===== config.mk =====
export PLATFORM = sky130hd
export DESIGN_NAME = multicycle_ctrl
export DESIGN_NICKNAME = d
export VERILOG_FILES = /design/src/rtl/multicycle_ctrl.sv
export SDC_FILE = /design/constraint.sdc
export NUM_CORES = 1
export LEC_CHECK = 0
export CAP_MARGIN = 10
export CELL_PAD_IN_SITES_DETAIL_PLACEMENT = 1
export CELL_PAD_IN_SITES_GLOBAL_PLACEMENT = 1
export CORE_MARGIN = 5
export CORE_UTILIZATION = 39
export CTS_CLUSTER_DIAMETER = 200
export DETAILED_ROUTE_END_ITERATION = 10
export GPL_TIMING_DRIVEN = 0
export PLACE_DENSITY_LB_ADDON = 0.1
export SYNTH_ARGS = -nofsm -noshare
export SYNTH_HDL_FRONTEND = slang
export SYNTH_SLANG_ARGS = --single-unit

===== constraint.sdc =====
create_clock -name clk -period 3.32 [get_ports clk]
set_clock_uncertainty 0.1 [all_clocks]
set_input_delay 0.332 -clock clk [delete_from_list [all_inputs] [get_ports clk]]
set_output_delay 0.332 -clock clk [all_outputs]
set_load 0.1 [all_outputs]

===== src/rtl/multicycle_ctrl.sv =====
// Main control FSM for the MiniMIPS multi-cycle datapath.
// Sequences fetch/decode/execute/memory/writeback, owns the memory
// request handshake with a wait timeout, and counts retired instructions.
//
//   state    | meaning
//   ---------+--------------------------------------------------------
//   S_IDLE   | waiting for start
//   S_FETCH  | instruction read request, wait for mem_ack
//   S_DECODE | one cycle to classify opcode (halt / illegal / execute)
//   S_EXEC   | ALU operation; beq resolves and retires here
//   S_MEM    | data read (lw) or write (sw) request, wait for mem_ack
//   S_WB     | register-file write, then retire
//   S_HALT   | terminal after opcode 1111
//   S_ERR    | terminal after illegal opcode or memory timeout
module multicycle_ctrl #(
    parameter int RET_W   = 16,
    parameter int TIMEOUT = 64
) (
    input  logic             clk,
    input  logic             rst_n,
    input  logic             start,
    input  logic [3:0]       opcode,
    input  logic             zero,
    input  logic             mem_ack,
    output logic [2:0]       ALUOp,
    output logic             alu_src_b,
    output logic             ir_write,
    output logic             pc_write,
    output logic             pc_branch,
    output logic             mem_req,
    output logic             mem_we,
    output logic             reg_write,
    output logic             reg_dst,
    output logic             mem_to_reg,
    output logic             busy,
    output logic             halted,
    output logic             illegal,
    output logic             timeout,
    output logic [RET_W-1:0] retired
);

    // Wait timer is a down-counter: loaded with TIMEOUT-1 on entry to a
    // request state, terminal count at zero equals "waited TIMEOUT-1 cycles".
    localparam int            CW        = $clog2(TIMEOUT);
    localparam logic [CW-1:0] WAIT_LOAD = CW'(TIMEOUT - 1);

    typedef enum logic [2:0] {
        S_IDLE, S_FETCH, S_DECODE, S_EXEC, S_MEM, S_WB, S_HALT, S_ERR
    } state_t;

    state_t        state;
    state_t        nxt;
    logic [CW-1:0] wait_cnt;

    logic is_r, is_imm, is_lw, is_sw, is_beq, is_halt, is_bad;
    logic in_req, wait_tc;

    assign is_r    = (opcode == 4'h0);
    assign is_imm  = (opcode[3] == 1'b0) && (opcode != 4'h0);
    assign is_lw   = (opcode == 4'h8);
    assign is_sw   = (opcode == 4'h9);
    assign is_beq  = (opcode == 4'hA);
    assign is_halt = (opcode == 4'hF);
    assign is_bad  = (opcode >= 4'hB) && (opcode <= 4'hE);

    assign in_req  = (state == S_FETCH) || (state == S_MEM);
    assign wait_tc = (wait_cnt == '0);

    // Ack/zero-qualified strobes are combinational on top of the state.
    assign ir_write  = (state == S_FETCH) && mem_ack;
    assign pc_write  = (state == S_FETCH) && mem_ack;
    assign pc_branch = (state == S_EXEC) && is_beq && zero;

    // Next-state selection.
    always_comb begin
        nxt = state;
        case (state)
            S_IDLE:   if (start) nxt = S_FETCH;
            S_FETCH: begin
                if (mem_ack)      nxt = S_DECODE;
                else if (wait_tc) nxt = S_ERR;
            end
            S_DECODE: begin
                if (is_halt)     nxt = S_HALT;
                else if (is_bad) nxt = S_ERR;
                else             nxt = S_EXEC;
            end
            S_EXEC: begin
                if (is_lw || is_sw) nxt = S_MEM;
                else if (is_beq)    nxt = S_FETCH;
                else                nxt = S_WB;
            end
            S_MEM: begin
                if (mem_ack)      nxt = is_sw ? S_FETCH : S_WB;
                else if (wait_tc) nxt = S_ERR;
            end
            S_WB:     nxt = S_FETCH;
            default:  nxt = state;
        endcase
    end

    // State, wait timer, sticky flags, retire counter and registered
    // Moore outputs decoded from the upcoming state.
    always_ff @(posedge clk or negedge rst_n) begin
        if (!rst_n) begin
            state      <= S_IDLE;
            wait_cnt   <= '0;
            ALUOp      <= 3'b000;
            alu_src_b  <= 1'b0;
            mem_req    <= 1'b0;
            mem_we     <= 1'b0;
            reg_write  <= 1'b0;
            reg_dst    <= 1'b0;
            mem_to_reg <= 1'b0;
            busy       <= 1'b0;
            halted     <= 1'b0;
            illegal    <= 1'b0;
            timeout    <= 1'b0;
            retired    <= '0;
        end else begin
            state <= nxt;

            if ((nxt != state) && ((nxt == S_FETCH) || (nxt == S_MEM)))
                wait_cnt <= WAIT_LOAD;
            else if (in_req && !wait_tc)
                wait_cnt <= wait_cnt - CW'(1);

            if ((state == S_DECODE) && is_bad)
                illegal <= 1'b1;
            if (in_req && (nxt == S_ERR))
                timeout <= 1'b1;

            if ((nxt == S_FETCH) &&
                ((state == S_EXEC) || (state == S_MEM) || (state == S_WB)))
                retired <= retired + RET_W'(1);

            ALUOp      <= 3'b000;
            alu_src_b  <= 1'b0;
            mem_req    <= 1'b0;
            mem_we     <= 1'b0;
            reg_write  <= 1'b0;
            reg_dst    <= 1'b0;
            mem_to_reg <= 1'b0;
            busy       <= (nxt != S_IDLE) && (nxt != S_HALT) && (nxt != S_ERR);
            halted     <= (nxt == S_HALT);
            case (nxt)
                S_FETCH: mem_req <= 1'b1;
                S_EXEC: begin
                    if (is_r) begin
                        ALUOp     <= 3'b000;
                        alu_src_b <= 1'b0;
                    end else if (is_imm) begin
                        ALUOp     <= opcode[2:0];
                        alu_src_b <= 1'b1;
                    end else if (is_lw || is_sw) begin
                        ALUOp     <= 3'b010;
                        alu_src_b <= 1'b1;
                    end else if (is_beq) begin
                        ALUOp     <= 3'b110;
                        alu_src_b <= 1'b0;
                    end
                end
                S_MEM: begin
                    mem_req <= 1'b1;
                    mem_we  <= is_sw;
                end
                S_WB: begin
                    reg_write  <= 1'b1;
                    mem_to_reg <= is_lw;
                    reg_dst    <= is_r;
                end
                default: ;
            endcase
        end
    end

endmodule


=== Word-level counts from Yosys, hierarchy flattened ===
Cells that the tools add are included.
Widths: inputs -> output; s select.

* $add $sub $neg: 2
* Order comparisons: 2
* Equality and inequality tests: 18
* Muxes and demuxes: 26
* Bitwise logic cells: 1
* Reduce and logical (&&, ||, !) cells: 25

{| class="wikitable"
|+ Operators with widths
! operator !! number
|-
| $mux 3 || 14
|-
| $eq 3x3->1 const B || 6
|-
| $pmux 3 s6 || 1
|-
| $add 16x1->16 const B || 1
|-
| $eq 4x4->1 const B || 4
|-
| $logic_and 1x1->1 || 12
|-
| $mux 6 || 2
|-
| $eq 3x2->1 const B || 3
|-
| $mux 1 || 9
|-
| $eq 3x1->1 const B || 2
|-
| $logic_not 6->1 || 1
|-
| $ne 3x3->1 const B || 2
|-
| $sub 6x1->6 const B || 1
|-
| $logic_or 1x1->1 || 5
|-
| $ge 4x4->1 const B || 1
|-
| $le 4x4->1 const B || 1
|-
| $logic_not 4->1 || 1
|-
| $reduce_bool 4->1 || 1
|-
| $logic_not 3->1 || 1
|-
| $ne 3x3->1 || 1
|-
| $reduce_bool 3->1 || 1
|-
| $reduce_bool 2->1 || 1
|-
| $reduce_or 2->1 || 1
|-
| $logic_not 1->1 || 1
|-
| $not 1->1 || 1
|}

* Bits in registers: 38
* Input bits: 9
* Output and inout bits: 32
* Word-level logic and storage cells: 88

=== Logic depth before layout (Yosys ltp) ===
* Word-level depth: 9
* Mapped depth: 9
* Depth with buffers taken out: 8

=== Least setup slack after synthesis ===
No wires, ideal clock.

* Kind: register -> output
* From: register state[1]
* To: output port pc_write
* Arrival time: 3.325 ns
* Data required time: 2.888 ns
* Setup slack: -0.437 ns
* Stages on the path, launching flop included: 4
* Buffers on the path: 2
* Cell sequence: dfrtp_1 clkbuf_1 nor3_1 buf_4

* Longest elaborated chain between the ends: 2

{| class="wikitable"
|+ RTL lines
! what !! RTL line !! text
|-
| start: declaration || 51 || <nowiki>state_t state;</nowiki>
|-
| start signal: assignment || 121 || <nowiki>state <= nxt;</nowiki>
|-
| $eq 3x1->1 || n/a ||
|-
| $logic_and 1x1->1 || n/a ||
|-
| end: declaration || 28 || <nowiki>output logic pc_write,</nowiki>
|}

No other way between the ends.

=== Final worst setup path ===
* From: register state[0]
* To: output port pc_branch

* Longest elaborated chain between the ends: 3

{| class="wikitable"
|+ RTL lines
! what !! RTL line !! text
|-
| $eq 3x2->1 || 72 || <nowiki>assign pc_branch = (state == S_EXEC) && is_beq && zero;</nowiki>
|-
| $logic_and 1x1->1 (2 in a row) || 72 ||
|-
| end: declaration || 29 || <nowiki>output logic pc_branch,</nowiki>
|}

No other way between the ends.

==> impl_metrics.csv <==
group,metric,value,unit
timing,period_share,92.5,%
timing,worst_slack,0.250,ns
critical_path,path_buf_inv,2,
power_and_ir_drop,leakage,0.00106,uW
flow_run,drv_cap,0,
grt,overflow,0,
clock_network,numCtsBuffers,5,
clock_network,cts_tree,"built",
floorplan,die-width,81.4,um
synthesis,synth_area,1990,sq um
finish,fill_cells,570,
detailed_routing,vias,1659,
grt,grt_pass1_wl,8480,um
grt,grt_antenna_before_repair,0,
finish,areaGrowthSynthToFinish,28.4,%
finish,diodes,0,
synthesis,synth_fp_nets,204,
grt,grt_pass1_vias,1745,
status,status,"complete, no violations",
critical_path,crit_chain,"buf_2, nand2b_1, nor2_1, and3_1, clkdlybuf4s50_1",
critical_path,critPathRequiredTime,2.89,ns
critical_path,path_delay_family,"buffers and inverters",
timing,period_minus_slack,3.07,ns
grt,grt.total_usage,16.6,%
floorplan,die_height,81.4,um
detailed_routing,viasPerCell,5.39,
critical_path,end_kind,"primary output",
critical_path,reg2reg_from,"wait_cnt[0]$_DFFE_PN0P_",
floorplan,placementRows,26,
clock_network,clock-sinks,38,
timing,rsz0062_at_grt,"no",
min_path,hold_class,"input port to asynchronous set/reset pin",
finish,largest_reg_flops,16,
timing,fmax,326,MHz
detailed_routing,wire_per_inst,16.4,um
timing,whs,0.0396,ns
floorplan,die-area,6630,sq um
synthesis,synthFlopType,"dfrtp_1",
timing,setup_viol,0,
synthesis,ys_ff_latch,38,
synthesis,synth_area_per_cell,10.3,sq um
floorplan,start_util,39.5,%
clock_network,clk_pin_slew,0.07,ns
power_and_ir_drop,p_per_area,1040,nW/um^2
timing,max_slew_margin,34.5,%
critical_path,r2r-end,"alu_src_b$_DFF_PN0_",
detailed_routing,routed_wl,5050,um
critical_path,slowest_stage,"clkdlybuf4s50_1",
critical_path,arrival,2.64,ns
clock_network,cts-resized-gates,0,
critical_path,crit_path_max_incr_delay,1.13,ns
clock_network,cts_max_path_buffers,2,
critical_path,crit_fanout,10,
synthesis,synth_edf_count,0,
critical_path,worstSetupPathType,"flip-flop to primary output",
clock_network,postCtsHoldBufs,0,
power_and_ir_drop,ir_worst_vdd,0.581,mV
finish,drive_gt1_share,10.1,%
timing,maxSlewViolCount,0,
synthesis,yosysSeqAreaShare,47.8,%
detailed_routing,drc,0,
clock_network,post_cts_buffers,0,
synthesis,synth_cell_types,52,
floorplan,ios,41,
detailed_routing,drt_iter0_drc,77,
detailed_routing,final_antenna_net_count,0,
finish,largestRegisters,"retired: 16 flops, wait_cnt: 6 flops",
place,dp.final_hpwl,3780,um
place,place.gp.congestion,0.796,
place,numPortBuffers,37,
clock_network,clock-root-buffer,"clkbuf_8",
timing,tightestPinTransition,0.980,ns
timing,setup_tns,0,ns
finish,layout.nets,248,
critical_path,reg2reg_slack,0.76,ns
place,dp_slack,0.411,ns
synthesis,syn_inst,193,
clock_network,clk_latency,0.29,ns
timing,timing_hold_violations_final,0,
critical_path,startpoint_type,"flip-flop",
synthesis,ys_warn_count,0,
detailed_routing,first_pass_iters,4,
floorplan,core,5040,sq um
synthesis,synthArstFlopShare,100,%
critical_path,reg2reg_depth,8,
grt,grt_start_max_net_pins,39,
finish,top_register,"retired",
clock_network,htree_levels,2,
==> cells in the final DEF (no fill, tap or decap), types with 2 or more instances in the layout <==
| master | synthesis | routed |
|---|---|---|
| a211o_1 | 2 | 2 |
| a211oi_1 | 2 | 2 |
| a21oi_1 | 3 | 3 |
| a41o_1 | 2 | 2 |
| and3_1 | 2 | 2 |
| buf_2 | 4 | 5 |
| buf_4 | 2 | 2 |
| clkbuf_1 | 3 | 5 |
| clkbuf_8 | 0 | 5 |
| clkdlybuf4s50_1 | 0 | 36 |
| dfrtp_1 | 38 | 38 |
| ha_1 | 2 | 2 |
| inv_1 | 7 | 7 |
| nand2_1 | 18 | 18 |
| nand2b_1 | 3 | 3 |
| nand3_1 | 7 | 7 |
| nand4_1 | 9 | 9 |
| nor2_1 | 11 | 11 |
| nor2b_1 | 2 | 2 |
| nor3_1 | 11 | 10 |
| nor3_2 | 1 | 2 |
| nor4_1 | 2 | 2 |
| o211ai_1 | 7 | 7 |
| o21ai_0 | 3 | 3 |
| or3_1 | 3 | 3 |
| xnor2_1 | 15 | 15 |
| xor2_1 | 7 | 7 |
==> metal layers <==
layer,vias up,share of wire (%),GRT usage [%]
met1,849,45,20.5
met4,0,1.3,5.07
met5,-,0,0
met2,30,50,28.3
met3,6,4.1,4.28
li1,774,-,-
==> how the worst max path moves through the flow <==
stage	startpoint	to	slack (ns)	depth (start not counted)
after floorplan	state[1]$_DFF_PN0_	pc_write	0.52	3
after global placement	opcode[0]	pc_branch	0.44	4
after detailed placement	opcode[0]	pc_branch	0.41	4
after CTS	state[0]$_DFF_PN0_	pc_branch	0.27	5
after global routing	state[0]$_DFF_PN0_	pc_branch	0.15	5
final	state[0]$_DFF_PN0_	pc_branch	0.25	5
==> cell families (layout without fill, tap and decap cells) <==
kind of cell | count (synthesis) | count (layout) | synth area share (%)
flip-flops | 38 | 38 | 47.8
XOR/XNOR | 22 | 22 | 9.69
adder cells (fa/ha/maj) | 2 | 2 | 1.26
AO/OA/AOI/OAI | 33 | 33 | 13.6
AND/OR/NAND/NOR | 80 | 80 | 23.1
buffers and inverters | 18 | 63 | 4.47
==> report_power, final <==
group / internal, uW / switching [uW]
sequential: 578 / 85.1
combinational: 448 / 1170
clock: 225 / 160
total: 1250 / 1420
==> metrics by stage <==
stage	area, sq um	utilization (%)	power, uW	cells
global placement	2450	48.6	2250	300
detailed placement	2450	48.5	2290	300
CTS	2550	50.6	2690	308
floorplan	1990	-	1900	193
global route	2550	50.6	2820	308
finish	2550	50.6	2670	308
==> area by class of cell <==
class	instances	area, sq um	share of cell area, %
clock buffers	7	76.3	2.99
plain buffers	10	57.6	2.25
well taps	70	87.6	3.43
flip-flops and latches	38	951	37.2
clock inverters	1	30.0	1.18
inverters	8	31.3	1.22
multi-input cells	137	955	37.4
repair buffers	37	365	14.3
==> cell usage after synthesis (2+ instances only) <==
cell type	number	area, sq um
nor3_1	11	55.1
ha_1	2	25.0
xor2_1	7	61.3
dfrtp_1	38	951
or3_1	3	18.8
buf_4	2	15.0
nand2b_1	3	18.8
clkbuf_1	3	11.3
a211o_1	2	17.5
nand3_1	7	35.0
nor2_1	11	41.3
o21ai_0	3	15.0
buf_2	4	20.0
nand2_1	18	67.6
o211ai_1	7	52.6
a211oi_1	2	15.0
nor2b_1	2	12.5
nand4_1	9	56.3
and3_1	2	12.5
inv_1	7	26.3
xnor2_1	15	131
a41o_1	2	20.0
nor4_1	2	12.5
a21oi_1	3	15.0
(Power assumes the default switching activity.)
